`src/rtl/dcache_pkg.sv`:
```
// Shared geometry and FSM encoding for the direct-mapped write-back data cache.
package dcache_pkg;

    localparam int NUM_LINES      = 16;
    localparam int WORDS_PER_LINE = 4;

    localparam int OFF_W = $clog2(WORDS_PER_LINE);
    localparam int IDX_W = $clog2(NUM_LINES);
    localparam int TAG_W = 32 - IDX_W - OFF_W - 2;

    typedef enum logic [1:0] {
        ST_COMPARE   = 2'd0,
        ST_WRITEBACK = 2'd1,
        ST_REFILL    = 2'd2
    } state_t;

endpackage

```
`src/rtl/dcache_line_array.sv`:
```
// Line storage for dcache_ctrl: valid/dirty/tag/data with async read, sync write,
// and a sync active-low clear of the valid and dirty bits.
module dcache_line_array
    import dcache_pkg::*;
(
    input  logic             clk,
    input  logic             reset,
    input  logic [IDX_W-1:0] idx,
    input  logic [OFF_W-1:0] rd_off,
    input  logic [OFF_W-1:0] wb_off,
    output logic             line_valid,
    output logic             line_dirty,
    output logic [TAG_W-1:0] line_tag,
    output logic [31:0]      rd_word,
    output logic [31:0]      wb_word,
    input  logic             word_we,
    input  logic [OFF_W-1:0] wr_off,
    input  logic [31:0]      wr_data,
    input  logic             set_dirty,
    input  logic             fill_done,
    input  logic [TAG_W-1:0] fill_tag
);

    logic [NUM_LINES-1:0] valid_q;
    logic [NUM_LINES-1:0] dirty_q;
    logic [TAG_W-1:0]     tag_q  [NUM_LINES];
    logic [31:0]          data_q [NUM_LINES][WORDS_PER_LINE];

    assign line_valid = valid_q[idx];
    assign line_dirty = dirty_q[idx];
    assign line_tag   = tag_q[idx];
    assign rd_word    = data_q[idx][rd_off];
    assign wb_word    = data_q[idx][wb_off];

    always_ff @(posedge clk) begin
        if (!reset) begin
            valid_q <= '0;
            dirty_q <= '0;
        end else begin
            if (fill_done) begin
                valid_q[idx] <= 1'b1;
                dirty_q[idx] <= 1'b0;
            end
            if (set_dirty) begin
                dirty_q[idx] <= 1'b1;
            end
        end
    end

    // Tag and data are only meaningful behind valid, so they carry no reset.
    always_ff @(posedge clk) begin
        if (fill_done) begin
            tag_q[idx] <= fill_tag;
        end
        if (word_we) begin
            data_q[idx][wr_off] <= wr_data;
        end
    end

endmodule

```
`src/rtl/dcache_ctrl.sv`:
```
// Direct-mapped write-back/write-allocate data cache controller (MEM stage to DataMemory).
// Optional macro DCACHE_STATS_EN adds saturating hit_count/miss_count outputs.
module dcache_ctrl
    import dcache_pkg::*;
(
    input  logic        clk,
    input  logic        reset,
    input  logic        req_valid,
    input  logic        req_write,
    input  logic [31:0] req_addr,
    input  logic [31:0] req_wdata,
    output logic        ready,
    output logic [31:0] rdata,
    output logic [31:0] mem_addr,
    output logic [31:0] mem_din,
    output logic        mem_read,
    output logic        mem_write,
    input  logic [31:0] mem_dout
`ifdef DCACHE_STATS_EN
    ,
    output logic [31:0] hit_count,
    output logic [31:0] miss_count
`endif
);

    state_t           state_q, state_d;
    logic [OFF_W-1:0] cnt_q, cnt_d;

    logic [OFF_W-1:0] req_off;
    logic [IDX_W-1:0] req_idx;
    logic [TAG_W-1:0] req_tag;
    logic             unused_addr_bits;

    logic             line_valid, line_dirty;
    logic [TAG_W-1:0] line_tag;
    logic [31:0]      rd_word, wb_word;
    logic             word_we, set_dirty, fill_done;
    logic [OFF_W-1:0] wr_off;
    logic [31:0]      wr_data;
    logic             hit, cnt_last;

    assign req_off          = req_addr[OFF_W+1:2];
    assign req_idx          = req_addr[IDX_W+OFF_W+1:OFF_W+2];
    assign req_tag          = req_addr[31:IDX_W+OFF_W+2];
    assign unused_addr_bits = ^req_addr[1:0];

    assign hit      = req_valid & line_valid & (line_tag == req_tag);
    assign cnt_last = (cnt_q == {OFF_W{1'b1}});
    assign rdata    = rd_word;
    assign mem_din  = wb_word;

    dcache_line_array u_lines (
        .clk        (clk),
        .reset      (reset),
        .idx        (req_idx),
        .rd_off     (req_off),
        .wb_off     (cnt_q),
        .line_valid (line_valid),
        .line_dirty (line_dirty),
        .line_tag   (line_tag),
        .rd_word    (rd_word),
        .wb_word    (wb_word),
        .word_we    (word_we),
        .wr_off     (wr_off),
        .wr_data    (wr_data),
        .set_dirty  (set_dirty),
        .fill_done  (fill_done),
        .fill_tag   (req_tag)
    );

    always_ff @(posedge clk) begin
        if (!reset) begin
            state_q <= ST_COMPARE;
            cnt_q   <= '0;
        end else begin
            state_q <= state_d;
            cnt_q   <= cnt_d;
        end
    end

    always_comb begin
        state_d   = state_q;
        cnt_d     = cnt_q;
        ready     = 1'b0;
        mem_read  = 1'b0;
        mem_write = 1'b0;
        mem_addr  = {req_tag, req_idx, req_off, 2'b00};
        word_we   = 1'b0;
        wr_off    = req_off;
        wr_data   = req_wdata;
        set_dirty = 1'b0;
        fill_done = 1'b0;
        case (state_q)
            ST_COMPARE: begin
                ready = hit;
                if (hit && req_write) begin
                    word_we   = 1'b1;
                    set_dirty = 1'b1;
                end else if (req_valid && !hit) begin
                    state_d = (line_valid && line_dirty) ? ST_WRITEBACK : ST_REFILL;
                    cnt_d   = '0;
                end
            end
            ST_WRITEBACK: begin
                mem_write = 1'b1;
                mem_addr  = {line_tag, req_idx, cnt_q, 2'b00};
                if (cnt_last) begin
                    state_d = ST_REFILL;
                    cnt_d   = '0;
                end else begin
                    cnt_d = cnt_q + 1'b1;
                end
            end
            ST_REFILL: begin
                mem_read = 1'b1;
                mem_addr = {req_tag, req_idx, cnt_q, 2'b00};
                word_we  = 1'b1;
                wr_off   = cnt_q;
                wr_data  = mem_dout;
                if (cnt_last) begin
                    fill_done = 1'b1;
                    state_d   = ST_COMPARE;
                    cnt_d     = '0;
                end else begin
                    cnt_d = cnt_q + 1'b1;
                end
            end
            default: state_d = ST_COMPARE;
        endcase
        // Gating in the reset cycle keeps a half-finished write-back from committing a word.
        if (!reset) begin
            ready     = 1'b0;
            mem_read  = 1'b0;
            mem_write = 1'b0;
            word_we   = 1'b0;
            set_dirty = 1'b0;
            fill_done = 1'b0;
        end
    end

`ifdef DCACHE_STATS_EN
    logic miss_pend_q;

    function automatic logic [31:0] sat_inc(input logic [31:0] v);
        return (v == 32'hFFFF_FFFF) ? v : v + 32'd1;
    endfunction

    // miss_pend_q marks the COMPARE cycle that retires a miss, so it is not recounted as a hit.
    always_ff @(posedge clk) begin
        if (!reset) begin
            miss_pend_q <= 1'b0;
            hit_count   <= '0;
            miss_count  <= '0;
        end else if (state_q == ST_COMPARE) begin
            if (req_valid && !miss_pend_q) begin
                if (hit) hit_count  <= sat_inc(hit_count);
                else     miss_count <= sat_inc(miss_count);
            end
            miss_pend_q <= req_valid && !hit;
        end
    end
`endif

endmodule
```
`config.mk`:
```
export PLATFORM = sky130hd
export DESIGN_NAME = dcache_ctrl
export DESIGN_NICKNAME = d
export VERILOG_FILES = /design/src/rtl/dcache_pkg.sv /design/src/rtl/dcache_line_array.sv /design/src/rtl/dcache_ctrl.sv
export SDC_FILE = /design/constraint.sdc
export NUM_CORES = 2
export LEC_CHECK = 0
export BUFFER_PORTS_ARGS = -buffer_cell sky130_fd_sc_hd__buf_2
export CAP_MARGIN = 20
export CORE_UTILIZATION = 50
export CTS_BUF_LIST = sky130_fd_sc_hd__clkbuf_8
export DETAILED_ROUTE_END_ITERATION = 8
export HOLD_SLACK_MARGIN = 0.02
export PLACE_DENSITY = 0.77
export SLEW_MARGIN = 5
export SYNTH_ARGS = -nofsm -noshare
export SYNTH_HDL_FRONTEND = slang
export SYNTH_SLANG_ARGS = --single-unit
```
`constraint.sdc`:
```
create_clock -name clk -period 11.5 [get_ports clk]
set_input_delay 0.575 -clock clk [delete_from_list [all_inputs] [get_ports clk]]
set_output_delay 0.575 -clock clk [all_outputs]
set_load 0.02 [all_outputs]
```
==> out/metrics.cfg <==
[global_routing]
grt_max_degree = 148
grt_antenna_before_repair = 7
first_global_vias = 48208
grt_overflow = 0
track_usage = 0.241
grt_pass1_wl_mm = 338

[setup_path]
r2r-end = u_lines.data_q[2][80]$_DFFE_PP_
path_delay_family = buffers and inverters
r2r_slack_ns = 6.14
crit_path_max_fanout = 147
worstPathCellList = buf_8 -> buf_4 -> buf_4 -> buf_4 -> buf_12 -> mux4_2 -> mux4_2 -> mux4_2 -> buf_2
critical-path-max-stage-delay_ns = 0.86
critPathSlowestCell = buf_4
crit_start = req_addr[5]
crit_type = in2out
r2r.worst_path.cells = 9
critPathRequiredTime_ns = 10.93
setup.worst_path.start_class = input port
crit_cells = 9
end_kind = output port
timing.critical_path.buf_inv = 6
reg2reg_from = u_lines.tag_q[14][14]$_DFFE_PP_
endpoint = mem_din[8]
cp_data_arrival_time_ns = 6.49

[place]
dp_cells = 6655
port-buffer-count = 194
place_hpwl_mm = 131
gp_congestion = 0.845

[synthesis]
syn_inst = 4056
syn_area_mm2 = 0.0970
synth-seq-area-share = 0.760
ys_top_cells_by_count = edfxtp_1 (2432), mux4_2 (803), clkbuf_1 (93)
synth_top_cells_by_area = edfxtp_1 (75%), mux4_2 (19%), dfxtp_1 (0.74%)
avgSynthCellArea_um2 = 23.9
synth_seq_cells = 2468
yosys_warnings = 0
synthMostInstantiatedCell = edfxtp_1
synth.distinct_cells = 69
synth_enable_flop_cells = 2432
synth_top_area_frac = 0.753
synthFlopType = edfxtp_1
async_flop_share = 0
yosysTopAreaCell = edfxtp_1

[floorplanning]
rows = 161
ioPinCount = 199
core_area_mm2 = 0.193
die_w_um = 442
die_h_um = 442
start_util = 0.504
die_area_mm2 = 0.196

[clock_network]
postCtsHoldBufs = 24
cts_sinks = 2468
post-cts-setup-buffers = 0
clock_latency_ns = 1.08
root_buffer = clkbuf_8
clk_pin_slew_ns = 0.06
cts_max_level = 5
cts_tree = built
numCtsBuffers = 383
cts_buffer_depth = 4
cts_resized = 0

[timing]
timing_hold_violations_final = 0
skew_ns = 0.104
min_period_over_period = 0.614
rsz0062_at_grt = no
tightest_slew_ns = 1.15
slew_violations = 0
post-route-min-period_ns = 7.07
worst_hold_slack_ns = 0.0905
fmax_mhz = 142
setup_tns_ns = 0
relSlewSlack = 0.233
setup_violations = 0

[final_layout]
drive_gt1_frac = 0.359
stdcell_count = 7371
area_delta_synth_final_pct = 12.5
layout.nets = 4663
num-fill-cells = 13286

[status]
outcome = finished clean

[route]
vias_per_cell = 6.44
drt-total-wl_mm = 236
drc = 0
routedWlPerCell_um = 32.0
num_vias = 47439
ant_nets = 0
dr.pass1.iters = 6
drtIter0Drc = 6549

[power_and_ir_drop]
total_leakage_power_nw = 34.2
ir_drop_v = 0.000116
pwr_density_cell_mw_per_mm2 = 172

[worst_hold_path]
hp-class = in2reg

[flow_run]
drv_cap = 0

kinds of logic (layout without fill, tap and decap cells):
kind of cell / after synthesis / after routing / synth area share
and+or+nand+nor: 180 / 180 / 0.00954
buffers and inverters: 253 / 1034 / 0.0130
other: 1 / 9 / 0.0000387
adders and majority gates: 4 / 4 / 0.000516
muxes: 914 / 914 / 0.199
xor gates and xnor gates: 25 / 25 / 0.00226
DFF: 2468 / 2468 / 0.760
AOI/OAI and AO/OA: 211 / 211 / 0.0159
cell usage in the layout (no fill, tap or decap), types with 7 or more instances in the layout:
cell type | synthesis | routed
a21oi_4 | 0 | 64
a22o_1 | 10 | 10
mux2i_1 | 70 | 70
nor3b_1 | 7 | 7
xnor2_1 | 8 | 8
nor2b_1 | 7 | 7
a21oi_1 | 65 | 11
clkinvlp_4 | 0 | 11
nand3_1 | 16 | 15
buf_2 | 63 | 190
mux2_2 | 40 | 40
and2_1 | 11 | 11
clkinv_2 | 0 | 47
nand2_1 | 77 | 76
clkbuf_8 | 0 | 389
dfxtp_1 | 36 | 34
nor2_1 | 31 | 15
clkinv_1 | 1 | 102
inv_1 | 11 | 120
mux4_2 | 803 | 803
buf_4 | 11 | 108
diode_2 | 0 | 7
dlygate4sd3_1 | 0 | 24
o211ai_1 | 19 | 19
nor2_4 | 0 | 16
xor2_1 | 17 | 17
o21ai_0 | 11 | 11
o21a_1 | 16 | 16
edfxtp_1 | 2432 | 2432
a22oi_1 | 15 | 15
a32o_1 | 12 | 12
buf_12 | 2 | 27
o31ai_2 | 9 | 9
metrics by stage:
step	util	worst slack (ns)	area, µm²	power (W)
after floorplan	-	6.58	97000	0.0116
after CTS	0.564	4.45	109000	0.0188
after global routing	0.567	4.24	109000	0.0193
final	0.567	4.43	109000	0.0187
after global placement	0.528	4.42	102000	0.0122
after detailed placement	0.529	4.34	102000	0.0123
cell type report:
type                    instances  area, µm²  area share
flip-flops and latches       2468      73800       0.676
multi-input cells            1336      22800       0.209
clock buffers                 389       5350      0.0491
well taps                    2526       3160      0.0290
repair buffers                356       2690      0.0246
clock inverters               275       1300      0.0119
inverters                      14       60.1    0.000550
diodes                          7       17.5    0.000160
worst reg2reg max path, stage by stage (launching register included):
cell       delay, ns
edfxtp_1        0.39
mux4_2          0.50
mux2i_1         0.28
xor2_1          0.25
a21oi_1         0.15
a2111oi_0       0.48
and4_1          0.82
nand4_4         0.80
a21oi_4         0.80
buf_4           0.55
report_power, final:
group          internal (W)  leakage (nW)  switching, W
sequential           0.0103          22.1    0.00000796
clock               0.00327          3.81       0.00329
combinational      0.000576          8.22       0.00126
worst min-delay path by stage:
stage,start,endpoint,slack (ns),depth (start not counted)
floorplan,u_lines.valid_q[8]$_SDFFE_PN0P_,u_lines.valid_q[8]$_SDFFE_PN0P_,0.44,1
global placement,u_lines.valid_q[9]$_SDFFE_PN0P_,u_lines.valid_q[9]$_SDFFE_PN0P_,0.44,1
finish,req_wdata[7],u_lines.data_q[3][103]$_DFFE_PP_,0.09,2
detailed placement,u_lines.valid_q[10]$_SDFFE_PN0P_,u_lines.valid_q[10]$_SDFFE_PN0P_,0.45,1
CTS,req_valid,cnt_q[1]$_SDFFE_PN0P_,0.07,4
global route,req_wdata[7],u_lines.data_q[3][103]$_DFFE_PP_,0.06,2
flip-flops by register name (all words and copies together) (netlist names), named ones only:
| register | count |
|---|---|
| cnt_q | 2 |
| u_lines.tag_q | 384 |
| state_q | 2 |
| u_lines.valid_q | 16 |
| u_lines.data_q | 2048 |
| u_lines.dirty_q | 1 |
metal layers:
metal | up-vias | GRT usage | wire, µm
li1 | 18672 | - | -
met1 | 25094 | 0.320 | 84900
met2 | 3180 | 0.391 | 117000
met3 | 493 | 0.0505 | 24700
met4 | 0 | 0.0979 | 9630
met5 | - | 0 | 0
(Power assumes the default switching activity.)
